--- src/rtl/riscv_pipe_pkg.sv ---
// Shared pipeline definitions for the RISC-V front end.
//   XLEN        : architectural register / PC width
//   NOP_INSTR   : bubble instruction (addi x0,x0,0)
//   fetch_pkt_t : one fetched instruction together with its PC
package riscv_pipe_pkg;

    localparam int          XLEN      = 32;
    localparam logic [31:0] NOP_INSTR = 32'h0000_0013;

    typedef struct packed {
        logic [XLEN-1:0] pc;
        logic [XLEN-1:0] instruction;
    } fetch_pkt_t;

endpackage

--- src/rtl/fetch_buf_ctrl.sv ---
// Pointer / occupancy control for the IF/ID fetch buffer.
// It owns head, tail and count. It also arbitrates push, pop and flush;
// flush beats everything else.
// Ports:
//   clk, reset          : clock, async active-low reset
//   fetch_valid         : fetch offers an entry
//   stall_d             : decode is held, so the head is not retired
//   flush               : drop all entries; same-cycle push/pop ignored
//   push, pop           : qualified write / retire strobes for this cycle
//   head, tail          : read / write slot indices
//   count               : occupancy, 0..DEPTH
//   valid               : buffer is not empty
//   ready               : buffer is not full (registered state only)
module fetch_buf_ctrl
    import riscv_pipe_pkg::*;
#(
    parameter  int DEPTH = 2,
    localparam int AW    = $clog2(DEPTH)
) (
    input  logic          clk,
    input  logic          reset,
    input  logic          fetch_valid,
    input  logic          stall_d,
    input  logic          flush,
    output logic          push,
    output logic          pop,
    output logic [AW-1:0] head,
    output logic [AW-1:0] tail,
    output logic [AW:0]   count,
    output logic          valid,
    output logic          ready
);

    // ready comes only from count, so stall_d has no path to fetch_ready.
    // A full buffer therefore refuses a push even in a cycle where it pops.
    always_comb begin
        valid = (count != '0);
        ready = (count < (AW+1)'(DEPTH));
        push  = fetch_valid && ready && !flush;
        pop   = valid && !stall_d && !flush;
    end

    // DEPTH is a power of two, so the pointers wrap naturally.
    always_ff @(posedge clk or negedge reset) begin
        if (!reset) begin
            head  <= '0;
            tail  <= '0;
            count <= '0;
        end else if (flush) begin
            head  <= '0;
            tail  <= '0;
            count <= '0;
        end else begin
            if (push) tail <= tail + AW'(1);
            if (pop)  head <= head + AW'(1);
            case ({push, pop})
                2'b10:   count <= count + (AW+1)'(1);
                2'b01:   count <= count - (AW+1)'(1);
                default: count <= count;
            endcase
        end
    end

endmodule

--- src/rtl/if_id_fetch_buffer.sv ---
// IF/ID fetch buffer: a small FIFO that replaces the plain IF/ID register.
// Instruction-memory responses are absorbed while decode is stalled.
// The head entry drives decode with no flow-through, so there is one cycle
// of latency. When the buffer is empty, decode sees NOP_INSTR and the last
// presented PC.
// Optional: define FETCH_BUF_STATS_EN to add the stall_cycles and
// flushed_entries counters. Both saturate.
// Ports:
//   clk, reset                  : clock, async active-low reset
//   pc_f, instruction_f         : fetched PC / instruction
//   fetch_valid / fetch_ready   : push handshake
//   stall_d                     : hazard-unit hold of ID
//   flush                       : taken branch/jump, drop buffered entries
//   pc_d, pc_plus4_d            : head PC and head PC + 4
//   instruction_d, valid_d      : head instruction (NOP if empty), valid flag
//   count                       : occupancy
//   stall_cycles                : [stats] cycles with valid_d && stall_d
//   flushed_entries             : [stats] total entries dropped by flush
module if_id_fetch_buffer
    import riscv_pipe_pkg::*;
#(
    parameter int               WIDTH     = XLEN,
    parameter int               DEPTH     = 2,
    parameter logic [WIDTH-1:0] NOP_INSTR = WIDTH'(riscv_pipe_pkg::NOP_INSTR)
) (
    input  logic                     clk,
    input  logic                     reset,
    input  logic [WIDTH-1:0]         pc_f,
    input  logic [WIDTH-1:0]         instruction_f,
    input  logic                     fetch_valid,
    output logic                     fetch_ready,
    input  logic                     stall_d,
    input  logic                     flush,
    output logic [WIDTH-1:0]         pc_d,
    output logic [WIDTH-1:0]         pc_plus4_d,
    output logic [WIDTH-1:0]         instruction_d,
    output logic                     valid_d,
    output logic [$clog2(DEPTH):0]   count
`ifdef FETCH_BUF_STATS_EN
    ,
    output logic [31:0]              stall_cycles,
    output logic [15:0]              flushed_entries
`endif
);

    localparam int AW = $clog2(DEPTH);

    typedef struct packed {
        logic [WIDTH-1:0] pc;
        logic [WIDTH-1:0] instruction;
    } pkt_t;

    logic          push, pop;
    logic [AW-1:0] head, tail;
    pkt_t          mem [DEPTH];
    pkt_t          head_pkt;
    logic [WIDTH-1:0] pc_hold;

    fetch_buf_ctrl #(.DEPTH(DEPTH)) u_ctrl (
        .clk         (clk),
        .reset       (reset),
        .fetch_valid (fetch_valid),
        .stall_d     (stall_d),
        .flush       (flush),
        .push        (push),
        .pop         (pop),
        .head        (head),
        .tail        (tail),
        .count       (count),
        .valid       (valid_d),
        .ready       (fetch_ready)
    );

    // Storage is not reset; entries are only read once count covers them.
    always_ff @(posedge clk) begin
        if (push) mem[tail] <= '{pc: pc_f, instruction: instruction_f};
    end

    // Track the PC being presented, so pc_d keeps its last value after the
    // buffer drains or is flushed.
    always_ff @(posedge clk or negedge reset) begin
        if (!reset)       pc_hold <= '0;
        else if (valid_d) pc_hold <= head_pkt.pc;
    end

    always_comb begin
        head_pkt      = mem[head];
        pc_d          = valid_d ? head_pkt.pc : pc_hold;
        instruction_d = valid_d ? head_pkt.instruction : NOP_INSTR;
        pc_plus4_d    = pc_d + WIDTH'(4);
    end

`ifdef FETCH_BUF_STATS_EN
    logic [16:0] flush_sum;
    assign flush_sum = {1'b0, flushed_entries} + 17'(count);

    always_ff @(posedge clk or negedge reset) begin
        if (!reset) begin
            stall_cycles    <= '0;
            flushed_entries <= '0;
        end else begin
            if (valid_d && stall_d && (stall_cycles != '1))
                stall_cycles <= stall_cycles + 32'd1;
            if (flush)
                flushed_entries <= flush_sum[16] ? 16'hFFFF : flush_sum[15:0];
        end
    end
`endif

endmodule

--- config.mk ---
export PLATFORM = sky130hd
export DESIGN_NAME = if_id_fetch_buffer
export DESIGN_NICKNAME = d
export VERILOG_FILES = /design/src/rtl/riscv_pipe_pkg.sv /design/src/rtl/fetch_buf_ctrl.sv /design/src/rtl/if_id_fetch_buffer.sv
export SDC_FILE = /design/constraint.sdc
export NUM_CORES = 1
export LEC_CHECK = 0
export CAP_MARGIN = 20
export CORE_ASPECT_RATIO = 0.9
export CORE_MARGIN = 2
export CORE_UTILIZATION = 46
export CTS_BUF_LIST = sky130_fd_sc_hd__clkbuf_8
export DETAILED_ROUTE_END_ITERATION = 16
export PLACE_DENSITY = 0.78
export SLEW_MARGIN = 15
export SYNTH_ARGS = -nofsm -noshare
export SYNTH_HDL_FRONTEND = slang
export SYNTH_HIERARCHICAL = 1
export SYNTH_SLANG_ARGS = --single-unit
--- constraint.sdc ---
create_clock -name clk -period 4.1 [get_ports clk]
set_input_delay 1.23 -clock clk [delete_from_list [all_inputs] [get_ports clk]]
set_output_delay 1.23 -clock clk [all_outputs]
set_load 0.1 [all_outputs]
==> impl_metrics.sql <==
INSERT INTO impl_metrics (metric_group, metric, value, unit) VALUES
('clock_network', 'cts_root_buf', 'clkbuf_8', ''),
('die', 'die_y', '119.7', 'um'),
('clock_network', 'clock_tree.htree_level_count', '4', ''),
('finish', 'final_cell_area', '11960', 'um^2'),
('die', 'design.die.area', '15850', 'um^2'),
('routing', 'drt_wl_total', '18.82', 'mm'),
('logic_synthesis', 'yosysWarnings', '6', ''),
('finish', 'utilization', '0.8186', ''),
('sta', 'worst_margin_pin_slew', '0.8964', 'ns'),
('placement', 'placed_area', '11070', 'um^2'),
('sta', 'headroom_to_the_max_slew_limit', '0.4024', ''),
('logic_synthesis', 'syn-mean-instance-area', '15.16', 'um^2'),
('routing', 'via_total_after_detailed_routing', '4680', ''),
('clock_network', 'path_clk_slew', '0.09', 'ns'),
('sta', 'setup_viol', '19', ''),
('global_routing', 'number_of_antenna_violations_at_the_first_check_in_global_routing', '1', ''),
('die', 'io-pin-count', '169', ''),
('clock_network', 'cts.hold.buffers_added', '0', ''),
('global_routing', 'globalRouteTotalUtil', '0.2308', ''),
('run_status', 'outcome', 'finished with violations', ''),
('sta', 'fin_crit_sh', '1.129', ''),
('sta', 'layout_min_cycle_time', '4.627', 'ns'),
('routing', 'final_routed_drc_violation_total', '0', ''),
('sta', 'setup_total_negative_slack', '-8.243', 'ns'),
('clock_network', 'cts.sinks', '164', ''),
('power', 'vdd_ir_drop_max', '0.0004648', 'V'),
('logic_synthesis', 'post_synth_inst_count', '451', ''),
('power', 'pwr-share-seq', '0.291', ''),
('critical_path', 'reg2reg_from', 'u_ctrl/count[1]$_DFFE_PN0P_', ''),
('sta', 'setup_repair_after_global_routing_missed_its_margin', 'true', ''),
('power', 'power_frac_comb', '0.533', ''),
('finish', 'layout-drive-gt1-share', '0.5000', ''),
('routing', 'vias_per_cell', '5.149', ''),
('power', 'total_leakage_power', '4.489', 'nW'),
('placement', 'placed_cells', '854', ''),
('sta', 'finalHoldViolCount', '0', ''),
('power', 'p_int', '3.810', 'mW'),
('die', 'placementRows', '42', ''),
('critical_path', 'timing.critical_path.required', '2.87', 'ns'),
('global_routing', 'grt_remaining_overflow', '0', ''),
('run_status', 'violations', 'negative setup slack', ''),
('power', 'power.switching_fraction', '0.4398', ''),
('power', 'p_total', '6.800', 'mW'),
('clock_network', 'clock_tree_from_tritoncts', 'built', ''),
('global_routing', 'via_count_of_the_first_global_routing_pass', '4973', ''),
('sta', 'finalMaxSlewViolations', '0', ''),
('critical_path', 'critPathKind', 'flip-flop to output pin', ''),
('clock_network', 'clock_latency', '0.46', 'ns'),
('routing', 'drtAntennaViolNets', '0', ''),
('min_path', 'min-delay-start', 'u_ctrl/tail$_DFFE_PN0P_', ''),
('placement', 'place_congestion', '0.8752', ''),
('sta', 'clock-skew-final', '0.01453', 'ns'),
('routing', 'drtIter0Drc', '346', ''),
('sta', 'setup_slack', '-0.5269', 'ns'),
('die', 'core', '14610', 'um^2'),
('global_routing', 'grt_start_max_net_pins', '65', ''),
('logic_synthesis', 'syn_nets', '521', ''),
('routing', 'drt-wirelength-per-cell', '20.71', 'um'),
('power', 'net_switching', '2.991', 'mW'),
('finish', 'flow.area_growth_from_synthesis', '74.93', '%'),
('placement', 'dp_worst_setup_slack', '-0.05234', 'ns'),
('routing', 'drt-pass1-iter-count', '4', ''),
('finish', 'fin_cells', '909', ''),
('die', 'initial_utilization', '0.4680', ''),
('clock_network', 'ctsLongestPathBuffers', '2', ''),
('finish', 'design.final.nets', '767', ''),
('clock_network', 'tritoncts.num_buffers', '17', ''),
('critical_path', 'critical_path.startpoint', 'u_ctrl/count[0]$_DFFE_PN0P_', ''),
('critical_path', 'startpoint_type', 'flip-flop', ''),
('logic_synthesis', 'synth.cell_area', '6837', 'um^2'),
('min_path', 'min-delay-path-class', 'flip-flop to flip-flop', ''),
('run', 'cap_viol_max_count', '0', ''),
('sta', 'fmax', '216.1', 'MHz'),
('global_routing', 'grt_first_pass_wirelength', '27.58', 'mm'),
('placement', 'detailedPlacementHpwl', '12.24', 'mm'),
('power', 'power.density_cell_area', '568.6', 'nW/um^2'),
('sta', 'timing.hold.ws', '0.6342', 'ns'),
('placement', 'placement.io_buffers', '168', ''),
('power', 'clock_power_share', '0.176', ''),
('die', 'die_width', '132.5', 'um'),
('critical_path', 'worstSetupEndpointType', 'output pin', ''),
('critical_path', 'cp_max_fo', '5', ''),
('critical_path', 'cp.arrival', '3.40', 'ns');
[worst paths after layout]
path / endpoint / slack, ns / cells after the start
max: pc_plus4_d[26] / -0.53 / 13
max in group asynchronous: u_ctrl/count[1]$_DFFE_PN0P_ / 2.55 / 1
min reg2reg: u_ctrl/tail$_DFFE_PN0P_ / 0.63 / 2
max reg2reg: mem[1][11]$_DFFE_PP_ / 2.01 / 5
min: u_ctrl/tail$_DFFE_PN0P_ / 0.63 / 2
min in group asynchronous: pc_hold[17]$_DFF_PN0_ / 0.89 / 1
[power groups by stage]
stage               clock, mW  sequential (mW)  combinational (mW)
floorplan                   0             2.01                2.24
global placement            0             2.00                3.42
detailed placement          0             2.01                3.46
CTS                      1.21             1.97                3.52
global route             1.28             1.99                3.72
finish                   1.19             1.98                3.63
[cell usage in the layout (no fill, tap or decap), types with 12 or more instances in the layout]
cell type        instances
a21oi_4                 20
mux2i_1                 61
buf_12                 102
clkbuf_8                17
xor2_4                  12
clkdlybuf4s50_1         67
buf_4                   67
nor2b_4                 30
edfxtp_1               128
nor2_1                  29
dfrtp_1                 33
[critical path: stages (launching register included)]
cell and delay [ns]:
dfrtp_4 0.50, or2_4 0.31, mux2i_4 0.22, clkinvlp_4 0.12
ha_4 0.15, o21ai_2 0.06, a21oi_2 0.14, nand2_1 0.09
or4_4 0.48, buf_16 0.17, nor3_2 0.18, buf_4 0.16
xor2_4 0.15, buf_12 0.19
[state kept, by name (all words and copies together) (netlist names)]
register      cells
mem             128
pc_hold          32
u_ctrl/count      2
u_ctrl/head       1
u_ctrl/tail       1
[routing by layer]
layer / vias up / GRT usage / part of all wire
met2: 176 / 0.3867 / 0.52
met1: 2344 / 0.2779 / 0.39
li1: 2131 / - / -
met5: - / 0 / 0
met4: 0 / 0.07661 / 0.020
met3: 29 / 0.08492 / 0.065
[what timing repair did]
item / in CTS / in global routing
pin swaps: 10 / 15
cloned: 1 / 2
endpoints found under the setup margin: 23 / 23
gates resized for setup: 26 / 27
setup buffers: 7 / 14
[layout make-up]
class,instances,area (um^2)
multi-input cells,253,3105
fillers,708,2650
well taps,198,247.7
clock buffers,17,234.0
clock inverters,15,175.2
inverters,13,56.30
repair buffers,248,3382
diodes,1,2.502
flip-flops and latches,164,4756
No activity file was read; power rests on OpenSTA's default activity.
